File: src/rtl/cache_2way_wb_if.sv
// Processor and block-memory bus for the 2-way write-back cache.
// slave = cache side, master = processor + memory side.
interface cache_2way_wb_if #(
  parameter int ADDR_W = 30,
  parameter int OFF_W  = 2
);
  localparam int WORDS = 1 << OFF_W;

  logic                      proc_read;
  logic                      proc_write;
  logic [ADDR_W-1:0]         proc_addr;
  logic [31:0]               proc_wdata;
  logic [31:0]               proc_rdata;
  logic                      proc_stall;
  logic                      mem_read;
  logic                      mem_write;
  logic [ADDR_W-OFF_W-1:0]   mem_addr;
  logic [32*WORDS-1:0]       mem_wdata;
  logic [32*WORDS-1:0]       mem_rdata;
  logic                      mem_ready;

  modport slave (
    input  proc_read, proc_write, proc_addr, proc_wdata, mem_rdata, mem_ready,
    output proc_rdata, proc_stall, mem_read, mem_write, mem_addr, mem_wdata
  );

  modport master (
    output proc_read, proc_write, proc_addr, proc_wdata, mem_rdata, mem_ready,
    input  proc_rdata, proc_stall, mem_read, mem_write, mem_addr, mem_wdata
  );
endinterface

File: src/rtl/cache_2way_wb.sv
// 2-way set-associative write-back/write-allocate L1 data cache, 0-cycle hits.
// Optional CACHE_PERF_CNT_EN adds hit_cnt/miss_cnt outputs.
module cache_2way_wb #(
  parameter int IDX_W  = 3,
  parameter int OFF_W  = 2,
  parameter int ADDR_W = 30
) (
  input  logic             clk,
  input  logic             proc_reset,
  cache_2way_wb_if.slave   bus
`ifdef CACHE_PERF_CNT_EN
  ,
  output logic [31:0]      hit_cnt,
  output logic [31:0]      miss_cnt
`endif
);
  localparam int SETS   = 1 << IDX_W;
  localparam int WORDS  = 1 << OFF_W;
  localparam int TAG_W  = ADDR_W - IDX_W - OFF_W;
  localparam int LINE_W = 32 * WORDS;

  typedef enum logic [1:0] {COMPARE, WRITEBACK, ALLOCATE} state_t;

  state_t                  state_reg;
  logic [1:0][SETS-1:0]    valid_reg;
  logic [1:0][SETS-1:0]    dirty_reg;
  logic [SETS-1:0]         lru_reg;
  logic                    victim_reg;
  logic                    fill_done_reg;

  logic [TAG_W-1:0]        req_tag;
  logic [IDX_W-1:0]        req_idx;
  logic [OFF_W-1:0]        req_off;
  logic                    req;
  logic [TAG_W-1:0]        way_tag [2];
  logic [LINE_W-1:0]       way_line [2];
  logic [1:0]              hit_w;
  logic                    hit;
  logic                    hit_way;
  logic [LINE_W-1:0]       hit_line;
  logic [LINE_W-1:0]       line_wr;
  logic                    write_hit;
  logic                    fill;
  logic                    victim_next;

  assign req_tag  = bus.proc_addr[ADDR_W-1 -: TAG_W];
  assign req_idx  = bus.proc_addr[OFF_W +: IDX_W];
  assign req_off  = bus.proc_addr[OFF_W-1:0];
  assign req      = bus.proc_read | bus.proc_write;

  assign hit       = |hit_w;
  assign hit_way   = hit_w[1];
  assign hit_line  = way_line[hit_way];
  assign write_hit = (state_reg == COMPARE) && bus.proc_write && hit;
  assign fill      = (state_reg == ALLOCATE) && bus.mem_ready;

  // A fill replaces the whole line; a write hit merges one word into the hit line.
  always_comb begin
    line_wr = hit_line;
    line_wr[{req_off, 5'b0} +: 32] = bus.proc_wdata;
    if (state_reg == ALLOCATE)
      line_wr = bus.mem_rdata;
  end

  generate
    for (genvar gi = 0; gi < 2; gi++) begin : g_way
      logic [TAG_W-1:0]  tag_arr  [SETS];
      logic [LINE_W-1:0] data_arr [SETS];
      logic              we;
      logic              fill_we;

      assign fill_we      = fill && (victim_reg == 1'(gi));
      assign we           = (write_hit && hit_w[gi]) || fill_we;
      assign way_tag[gi]  = tag_arr[req_idx];
      assign way_line[gi] = data_arr[req_idx];
      assign hit_w[gi]    = valid_reg[gi][req_idx] && (tag_arr[req_idx] == req_tag);

      always_ff @(posedge clk) begin
        if (!proc_reset && we)
          data_arr[req_idx] <= line_wr;
        if (!proc_reset && fill_we)
          tag_arr[req_idx] <= req_tag;
      end
    end
  endgenerate

  always_comb begin
    victim_next = lru_reg[req_idx];
    if (!valid_reg[0][req_idx])
      victim_next = 1'b0;
    else if (!valid_reg[1][req_idx])
      victim_next = 1'b1;
  end

`ifdef CACHE_PERF_CNT_EN
  logic [31:0] hit_cnt_reg;
  logic [31:0] miss_cnt_reg;
  assign hit_cnt  = hit_cnt_reg;
  assign miss_cnt = miss_cnt_reg;
`endif

  always_ff @(posedge clk) begin
    if (proc_reset) begin
      state_reg     <= COMPARE;
      valid_reg     <= '0;
      dirty_reg     <= '0;
      lru_reg       <= '0;
      victim_reg    <= 1'b0;
      fill_done_reg <= 1'b0;
`ifdef CACHE_PERF_CNT_EN
      hit_cnt_reg   <= '0;
      miss_cnt_reg  <= '0;
`endif
    end else begin
      case (state_reg)
        COMPARE: begin
          fill_done_reg <= 1'b0;
          if (req && hit) begin
            lru_reg[req_idx] <= ~hit_way;
            if (bus.proc_write)
              dirty_reg[hit_way][req_idx] <= 1'b1;
`ifdef CACHE_PERF_CNT_EN
            // The hit that completes a miss is not a fresh hit.
            if (!fill_done_reg)
              hit_cnt_reg <= hit_cnt_reg + 32'd1;
`endif
          end else if (req) begin
            victim_reg <= victim_next;
            if (valid_reg[victim_next][req_idx] && dirty_reg[victim_next][req_idx])
              state_reg <= WRITEBACK;
            else
              state_reg <= ALLOCATE;
`ifdef CACHE_PERF_CNT_EN
            miss_cnt_reg <= miss_cnt_reg + 32'd1;
`endif
          end
        end
        WRITEBACK: begin
          if (bus.mem_ready)
            state_reg <= ALLOCATE;
        end
        ALLOCATE: begin
          if (bus.mem_ready) begin
            valid_reg[victim_reg][req_idx] <= 1'b1;
            dirty_reg[victim_reg][req_idx] <= 1'b0;
            fill_done_reg                  <= 1'b1;
            state_reg                      <= COMPARE;
          end
        end
        default: state_reg <= COMPARE;
      endcase
    end
  end

  assign bus.proc_stall = (state_reg != COMPARE) || (req && !hit);
  assign bus.proc_rdata = hit_line[{req_off, 5'b0} +: 32];
  assign bus.mem_write  = (state_reg == WRITEBACK);
  assign bus.mem_read   = (state_reg == ALLOCATE);
  assign bus.mem_addr   = (state_reg == WRITEBACK) ? {way_tag[victim_reg], req_idx}
                                                   : {req_tag, req_idx};
  assign bus.mem_wdata  = way_line[victim_reg];
endmodule

File: src/flat_wrapper.sv
// flat-port wrapper written by rule: the top's interface ports become plain ports
module cache_2way_wb_flat 
#(
  parameter int IDX_W  = 3,
  parameter int OFF_W  = 2,
  parameter int ADDR_W = 30
)
  (clk, proc_reset, bus_proc_read, bus_proc_write, bus_proc_addr, bus_proc_wdata, bus_mem_rdata, bus_mem_ready, bus_proc_rdata, bus_proc_stall, bus_mem_read, bus_mem_write, bus_mem_addr, bus_mem_wdata);
  cache_2way_wb_if #(.ADDR_W(ADDR_W), .OFF_W(OFF_W)) bus_i ();
  input  logic clk;
  input  logic proc_reset;
  input wire logic [$bits(bus_i.proc_read)-1:0] bus_proc_read;
  input wire logic [$bits(bus_i.proc_write)-1:0] bus_proc_write;
  input wire logic [$bits(bus_i.proc_addr)-1:0] bus_proc_addr;
  input wire logic [$bits(bus_i.proc_wdata)-1:0] bus_proc_wdata;
  input wire logic [$bits(bus_i.mem_rdata)-1:0] bus_mem_rdata;
  input wire logic [$bits(bus_i.mem_ready)-1:0] bus_mem_ready;
  output wire logic [$bits(bus_i.proc_rdata)-1:0] bus_proc_rdata;
  output wire logic [$bits(bus_i.proc_stall)-1:0] bus_proc_stall;
  output wire logic [$bits(bus_i.mem_read)-1:0] bus_mem_read;
  output wire logic [$bits(bus_i.mem_write)-1:0] bus_mem_write;
  output wire logic [$bits(bus_i.mem_addr)-1:0] bus_mem_addr;
  output wire logic [$bits(bus_i.mem_wdata)-1:0] bus_mem_wdata;
  assign bus_i.proc_read = bus_proc_read;
  assign bus_i.proc_write = bus_proc_write;
  assign bus_i.proc_addr = bus_proc_addr;
  assign bus_i.proc_wdata = bus_proc_wdata;
  assign bus_i.mem_rdata = bus_mem_rdata;
  assign bus_i.mem_ready = bus_mem_ready;
  assign bus_proc_rdata = bus_i.proc_rdata;
  assign bus_proc_stall = bus_i.proc_stall;
  assign bus_mem_read = bus_i.mem_read;
  assign bus_mem_write = bus_i.mem_write;
  assign bus_mem_addr = bus_i.mem_addr;
  assign bus_mem_wdata = bus_i.mem_wdata;
  cache_2way_wb #(.IDX_W(IDX_W), .OFF_W(OFF_W), .ADDR_W(ADDR_W)) u_core (.clk(clk), .proc_reset(proc_reset), .bus(bus_i));
endmodule
File: config.mk
export PLATFORM = sky130hd
export DESIGN_NAME = cache_2way_wb_flat
export DESIGN_NICKNAME = d
export VERILOG_FILES = /design/src/rtl/cache_2way_wb_if.sv /design/src/rtl/cache_2way_wb.sv /design/src/flat_wrapper.sv
export SDC_FILE = /design/constraint.sdc
export NUM_CORES = 2
export LEC_CHECK = 0
export ABC_AREA = 1
export BUFFER_PORTS_ARGS = -buffer_cell sky130_fd_sc_hd__buf_2
export CORE_MARGIN = 2
export CORE_UTILIZATION = 58
export CTS_BUF_LIST = sky130_fd_sc_hd__clkbuf_8
export CTS_CLUSTER_SIZE = 28
export DETAILED_ROUTE_END_ITERATION = 16
export GPL_TIMING_DRIVEN = 1
export PLACE_DENSITY_LB_ADDON = 0.15
export SLEW_MARGIN = 30
export SYNTH_ARGS = -nofsm -noshare
export SYNTH_HDL_FRONTEND = slang
export SYNTH_SLANG_ARGS = --single-unit
File: constraint.sdc
create_clock -name clk -period 6.6 [get_ports clk]
set_input_delay 0.66 -clock clk [delete_from_list [all_inputs] [get_ports clk]]
set_output_delay 0.66 -clock clk [all_outputs]
set_load 0.03 [all_outputs]
* Word-level counts from Yosys, hierarchy flattened *
Memories as Yosys holds them, arrays and structs flattened.
Index checks and enable logic that the tools add are counted.

word-level totals
  register bits after elaboration = 43
  bits in writable memories = 2,448
  input bits = 195
  output and inout bits = 191
  logic and storage cells = 130
  memories = 4

memories
  memory                    words  width  read ports  clocked after Yosys merged registers in  wr ports  RTL line             text
  u_core.g_way[0].data_arr  8      128    1           0                                        1         cache_2way_wb.sv:68  logic [LINE_W-1:0] data_arr [SETS];
  u_core.g_way[1].data_arr  8      128    1           0                                        1         cache_2way_wb.sv:68
  u_core.g_way[0].tag_arr   8      25     1           0                                        1         cache_2way_wb.sv:67  logic [TAG_W-1:0] tag_arr [SETS];
  u_core.g_way[1].tag_arr   8      25     1           0                                        1         cache_2way_wb.sv:67

operators by class
  add/subtract/negate cells = 1
  order comparisons = 9
  eq/ne operators = 10
  shifts and indexed selects = 3
  multiplexer cells = 53
  bitwise gates (word level) = 10
  reductions and logical operators = 33

operator list
  kind                                                     count
  2-to-1 mux 128 bit                                       7
  bitwise mux 128 bit                                      1
  variable shift 32 x 9 -> 128 bit (first input constant)  1
  indexed part select 128 x 8 -> 32 bit                    1
  indexed part select 32 x 9 -> 128 bit                    1
  2-to-1 mux 25 bit                                        3
  == test 25 bit                                           2
  2-to-1 mux 16 bit                                        3
  2-to-1 mux 8 bit                                         6
  bitwise OR 16 bit                                        2
  one-hot mux 16 bit (2 select lines)                      1
  2-to-1 mux 28 bit                                        1
  logical AND 1 bit                                        19
  AND 16 bit                                               1
  demux 8 bit (select 1 bit)                               2
  2-to-1 mux 1 bit                                         16
  inverter 16 bit                                          1
  binary-select mux 1 bit (select 3 bit)                   5
  2-to-1 mux 2 bit                                         5
  inequality test 2 bit (second input constant)            5
  negation 7 -> 9 bit                                      1
  bitwise mux 8 bit                                        1
  AND reduction 4 bit                                      2
  < comparator 1 x 2 -> 1 bit (second input constant)      3
  19 further kinds                                         29

* Longest topological paths before layout *
  word-level depth = 13
  depth in mapped cells = 24
  gate-level depth less buffers = 20

* Worst setup path before layout *
No wires, ideal clock.

  kind = input to register
  start = in bus_proc_addr[2]
  end = mem u_core.g_way[1].data_arr[0][0] (netlist bit), enable pin
  library setup time = 0.514 ns
  arrival = 5.962 ns
  required time = 6.086 ns
  path slack = 0.123 ns
  stages on the path = 18
  path buffers = 4
  cells stage by stage = buf_4 -> buf_4 -> or2_2 -> o211ai_1 -> nand2_1 -> nor2_2 -> nand2_1 -> nand2_1 -> nand2_1 -> nor2_1 -> nand2_1 -> nor2_4 -> nand2_4 -> buf_6 -> buf_6 -> o31ai_2 -> inv_2 -> nor2_2

between the ends
  cells in the longest elaborated chain, start to end = 10
  elaborated cells between the ends (all ways) = 17
  those cells by class = eq/ne (2); mux (6); reduce/logical (7); memory (2)

ends and longest elaborated chain
  item                                                                                       RTL line             text
  start: declaration                                                                         flat_wrapper.sv:14   input wire logic [$bits(bus_i.proc_addr)-1:0] bus_proc_addr;
  memory read (8 x 25 bit) / binary-select mux 1 bit (select 3 bit) (equally long branches)  -
  == test 25 bit / 2-to-1 mux 1 bit (equally long branches)                                  cache_2way_wb.sv:76  assign hit_w[gi] = valid_reg[gi][req_idx] && (tag_arr[req_idx] == req_tag);
  logical AND 1 bit                                                                          cache_2way_wb.sv:76
  OR reduction 2 bit                                                                         cache_2way_wb.sv:51  assign hit = |hit_w;
  logical AND 1 bit                                                                          cache_2way_wb.sv:54  assign write_hit = (state_reg == COMPARE) && bus.proc_write && hit;
  logical AND 1 bit                                                                          cache_2way_wb.sv:73  assign we = (write_hit && hit_w[gi]) || fill_we;
  logical OR 1 bit                                                                           cache_2way_wb.sv:73
  logical AND 1 bit                                                                          cache_2way_wb.sv:79  if (!proc_reset && we)
  2-to-1 mux 1 bit                                                                           cache_2way_wb.sv:79
  2-to-1 mux 1 bit (not written as such)                                                     cache_2way_wb.sv:80  data_arr[req_idx] <= line_wr;
  end: declaration                                                                           cache_2way_wb.sv:68

Parallel ways exist; a longest one is shown, timed or not. The select of a mux whose other input is x is not followed.

* Worst setup path after layout *
  start = in bus_proc_addr[3]
  end = out bus_proc_rdata[28]

between the ends
  cells in the longest elaborated chain, start to end = 8
  elaborated cells between the ends (all ways) = 12
  those cells by class = eq/ne (1); shift (1); mux (5); bitwise (1); reduce/logical (1); memory (3)

ends and longest elaborated chain
  item                                                                                       RTL line              text
  memory read (8 x 25 bit) / binary-select mux 1 bit (select 3 bit) (equally long branches)  -
  == test 25 bit / 2-to-1 mux 1 bit (equally long branches)                                  cache_2way_wb.sv:76
  logical AND 1 bit                                                                          cache_2way_wb.sv:76
  inverter 1 -> 2 bit (not written as such)                                                  cache_2way_wb.sv:53   assign hit_line = way_line[hit_way];
  2-to-1 mux 128 bit (not written as such) (*) (3 in a row)                                  cache_2way_wb.sv:53
  indexed part select 128 x 8 -> 32 bit (*)                                                  cache_2way_wb.sv:156  assign bus.proc_rdata = hit_line[{req_off, 5'b0} +: 32];
  end: declaration                                                                           flat_wrapper.sv:18    output wire logic [$bits(bus_i.proc_rdata)-1:0] bus_proc_rdata;

Every way passes the cells marked *; elsewhere a longest branch is shown, timed or not. The select of a mux whose other input is x is not followed.

==> results.ini <==
[critical_path]
cp-start-kind=input pin
arrival_ns=5.37
r2r_end=u_core.g_way[1].data_arr[7][124]
crit_type=input pin to primary output
r2r_cells=17
rr_startpoint=u_core.g_way[1].tag_arr[2][14]
cp_slowest_cell=o21ai_1
r2r_slack_ns=2.47
path_max_fanout=73
cpPeakStageDelay_ns=0.86
crit_path_cell_trace=buf_2 -> inv_2 -> nor2_4 -> buf_4 -> nand3_1 -> nand2_1 -> nor2_1 -> nand2_1 -> o21ai_0 -> nor2_1 -> nand3_1 -> nor2_4 -> nand2_8 -> buf_4 -> buf_12 -> o21ai_1 -> nand2_1 -> nand2_1 -> nand2_1 -> nand2_1 -> buf_2
cp-end-kind=primary output
required_ns=5.94
critPathMostFrequentCell=nand2_1

[floorplan]
dieArea_um2=178000
rows=153
design.core.area_um2=174000
dieWidth_um=422
initial_core_util_pct=58.4
die_h_um=422
pin_count=386

[min_path]
worstHoldStart=bus_mem_ready
min_path_type=input pin to register
holdPathEnd=u_core.state_reg[1]
holdPathStages=4

[yosys]
synth-warning-count=0
synth_area_um2=102000
syn_area_per_cell_um2=12.6
synth_top_flop_cell=edfxtp_1
seq_area_frac_synth_pct=73.3
async_flop_share_pct=0
synth_enable_flop_cells=2448
synth_seq_cells=2491
synth.distinct_cells=42
syn_inst=8071
syn-num-nets=8271

[final_layout]
reg_top3=u_core.g_way.data_arr (2048), u_core.g_way.tag_arr (400)
area_growth_syn_to_layout_pct=14.1
largest_register_ff_count=2048
regMostFlops=u_core.g_way.data_arr
instances_no_fill=11400
final_nets=8931
layout-drive-gt1-share_pct=14.6

[clocking]
cts.sinks=2491
cts_made_buffers=403
post_cts_buffers=0
htreeDepth=5
clk_pin_slew_ns=0.06
max-clock-path-buffers=4
root_buffer=clkbuf_8
clk_latency_ns=1.14
cts_tree=yes

[sta]
skew_ns=0.0988
fin_ws_ns=0.571
hold_violations=0
tightest_slew_ns=1.11
max_freq_mhz=166
period_minus_slack_ns=6.03
setup_viol=0
rsz0062_at_grt=no
setup_tns_ns=0
fin_crit_sh_pct=91.3
slew_violations=0
slew_headroom_pct=25.8

[global_routing]
gr-usage-all-layers_pct=38.2
grt_pass1_vias=68300
grt_pass1_wl_um=487000
antenna_found_initial=11
grt_max_degree=107
grt-ovfl-total=0

[power]
p_leak_uw=0.0428
vdd_drop_max_uv=263
power_density_nw_per_um2=294
power_uw=34100

[place]
routabilityCongestion=0.981
hpwl_um=211000
dp.cells=10600
portBuffers=385
dp_slack_ns=0.892

[status]
status=completed

[run]
drv_cap=0

[drt]
ant_nets=0
drc=0
vias_per_cell=6.41
wl_per_cell_um=30.5
drt_iter0_markers=12100
via_count=72800
wl_um=347000
drt_first_pass_iters=7

[critical path, delay by kind of cell]
kind                   cells  cell delay, ns
and+or+nand+nor           13            1.96
buffers and inverters      6            1.62
AOI/OAI and AO/OA          2            0.96
[timing repair]
action,4_1_cts,5_1_grt
resized for setup,0,0
hold buffers,27,0
endpoints found under the hold margin,380,0
[layout make-up]
type	instances	area, um2
Sequential cell	2491	74400
Fill cell	12600	58000
Multi-Input combinational cell	4522	23200
Timing Repair Buffer	732	6050
Clock buffer	408	5620
Tap cell	2325	2910
Inverter	581	2260
Clock inverter	288	1360
Antenna cell	6	15.0
[routing by layer]
metal | global-route usage, % | wire length (um) | part of all wire [%]
met5 | 0 | 76 | 0.022
met4 | 27.5 | 29000 | 8.4
met3 | 8.42 | 41400 | 12
met2 | 57.4 | 156000 | 45
met1 | 49.5 | 120000 | 35
[layout by cell type, fill, tap and decap left out, types with 9 or more instances in the layout]
cell type / netlist / final
clkbuf_8: 0 / 408
a41oi_1: 29 / 29
a221oi_1: 304 / 304
o21a_1: 11 / 11
nor2_1: 433 / 411
clkinvlp_4: 0 / 9
nor2_4: 2 / 32
o211ai_1: 30 / 30
buf_12: 0 / 96
a31oi_1: 82 / 82
dlygate4sd3_1: 0 / 27
buf_16: 0 / 12
inv_8: 0 / 9
o22ai_1: 21 / 21
o21ai_1: 88 / 81
a21oi_2: 0 / 32
o21ai_0: 219 / 219
nand3_1: 301 / 301
clkinv_2: 0 / 44
o21bai_1: 10 / 10
nor3_1: 9 / 9
a22oi_1: 218 / 218
or2_2: 25 / 25
dfxtp_1: 43 / 42
a21oi_1: 171 / 139
clkinv_1: 2 / 107
buf_4: 14 / 212
nand4_1: 158 / 158
inv_1: 569 / 683
a22o_1: 253 / 253
buf_2: 181 / 383
nand2_1: 2106 / 2103
edfxtp_1: 2448 / 2448
[report_power, final]
group	total [uW]	internal [uW]	switching (uW)
logic	4050	925	3130
registers	18000	18000	33.9
clock network	12000	5980	6000
[Yosys cell counts, types with 8 or more instances]
cell	number	share of area, %
edfxtp_1	2448	72
nand2_1	2106	7.8
inv_1	569	2.1
nor2_1	433	1.6
a221oi_1	304	2.6
nand3_1	301	1.5
a22o_1	253	2.2
o21ai_0	219	1.1
a22oi_1	218	1.6
buf_2	181	0.89
clkbuf_1	179	0.66
a21oi_1	171	0.84
nand4_1	158	0.97
buf_1	96	0.35
o21ai_1	88	0.43
a31oi_1	82	0.51
dfxtp_1	43	0.85
o211ai_1	30	0.22
a41oi_1	29	0.25
or2_2	25	0.15
o22ai_1	21	0.13
buf_4	14	0.10
nor2_2	11	0.068
o21a_1	11	0.081
inv_2	10	0.037
o21bai_1	10	0.074
nor3_1	9	0.044
and2_1	8	0.049
o2bb2ai_1	8	0.069
[cells by family after synthesis]
| group | Yosys count | synth area share, % |
|---|---|---|
| AND/OR/NAND/NOR | 3065 | 12.3 |
| buffers and inverters | 1058 | 4.24 |
| adder cells (fa/ha/maj) | 5 | 0.0616 |
| AO/OA/AOI/OAI | 1451 | 10.2 |
| XOR/XNOR | 1 | 0.00863 |
| flip-flops | 2491 | 73.3 |
[stage by stage]
step                hold WS, ns  utilization, %  cell area, um2
floorplan                 0.428               -          102000
global placement          0.439            62.2          108000
detailed placement        0.445            62.4          108000
CTS                     0.00299            66.6          116000
global route             0.0651            66.6          116000
finish                   0.0797            66.6          116000
[worst max path at each step]
stage                           from                             end  slack [ns]  cells past startpoint
floorplan           bus_proc_addr[2]  u_core.g_way[1].data_arr[0][0]        0.12                     18
global placement    bus_proc_addr[3]              bus_proc_rdata[26]        0.87                     21
detailed placement  bus_proc_addr[3]              bus_proc_rdata[28]        0.89                     21
CTS                 bus_proc_addr[3]              bus_proc_rdata[28]        0.87                     21
global route        bus_proc_addr[3]              bus_proc_rdata[28]        0.39                     21
finish              bus_proc_addr[3]              bus_proc_rdata[28]        0.57                     21
Power figures use the tool's default switching activity.
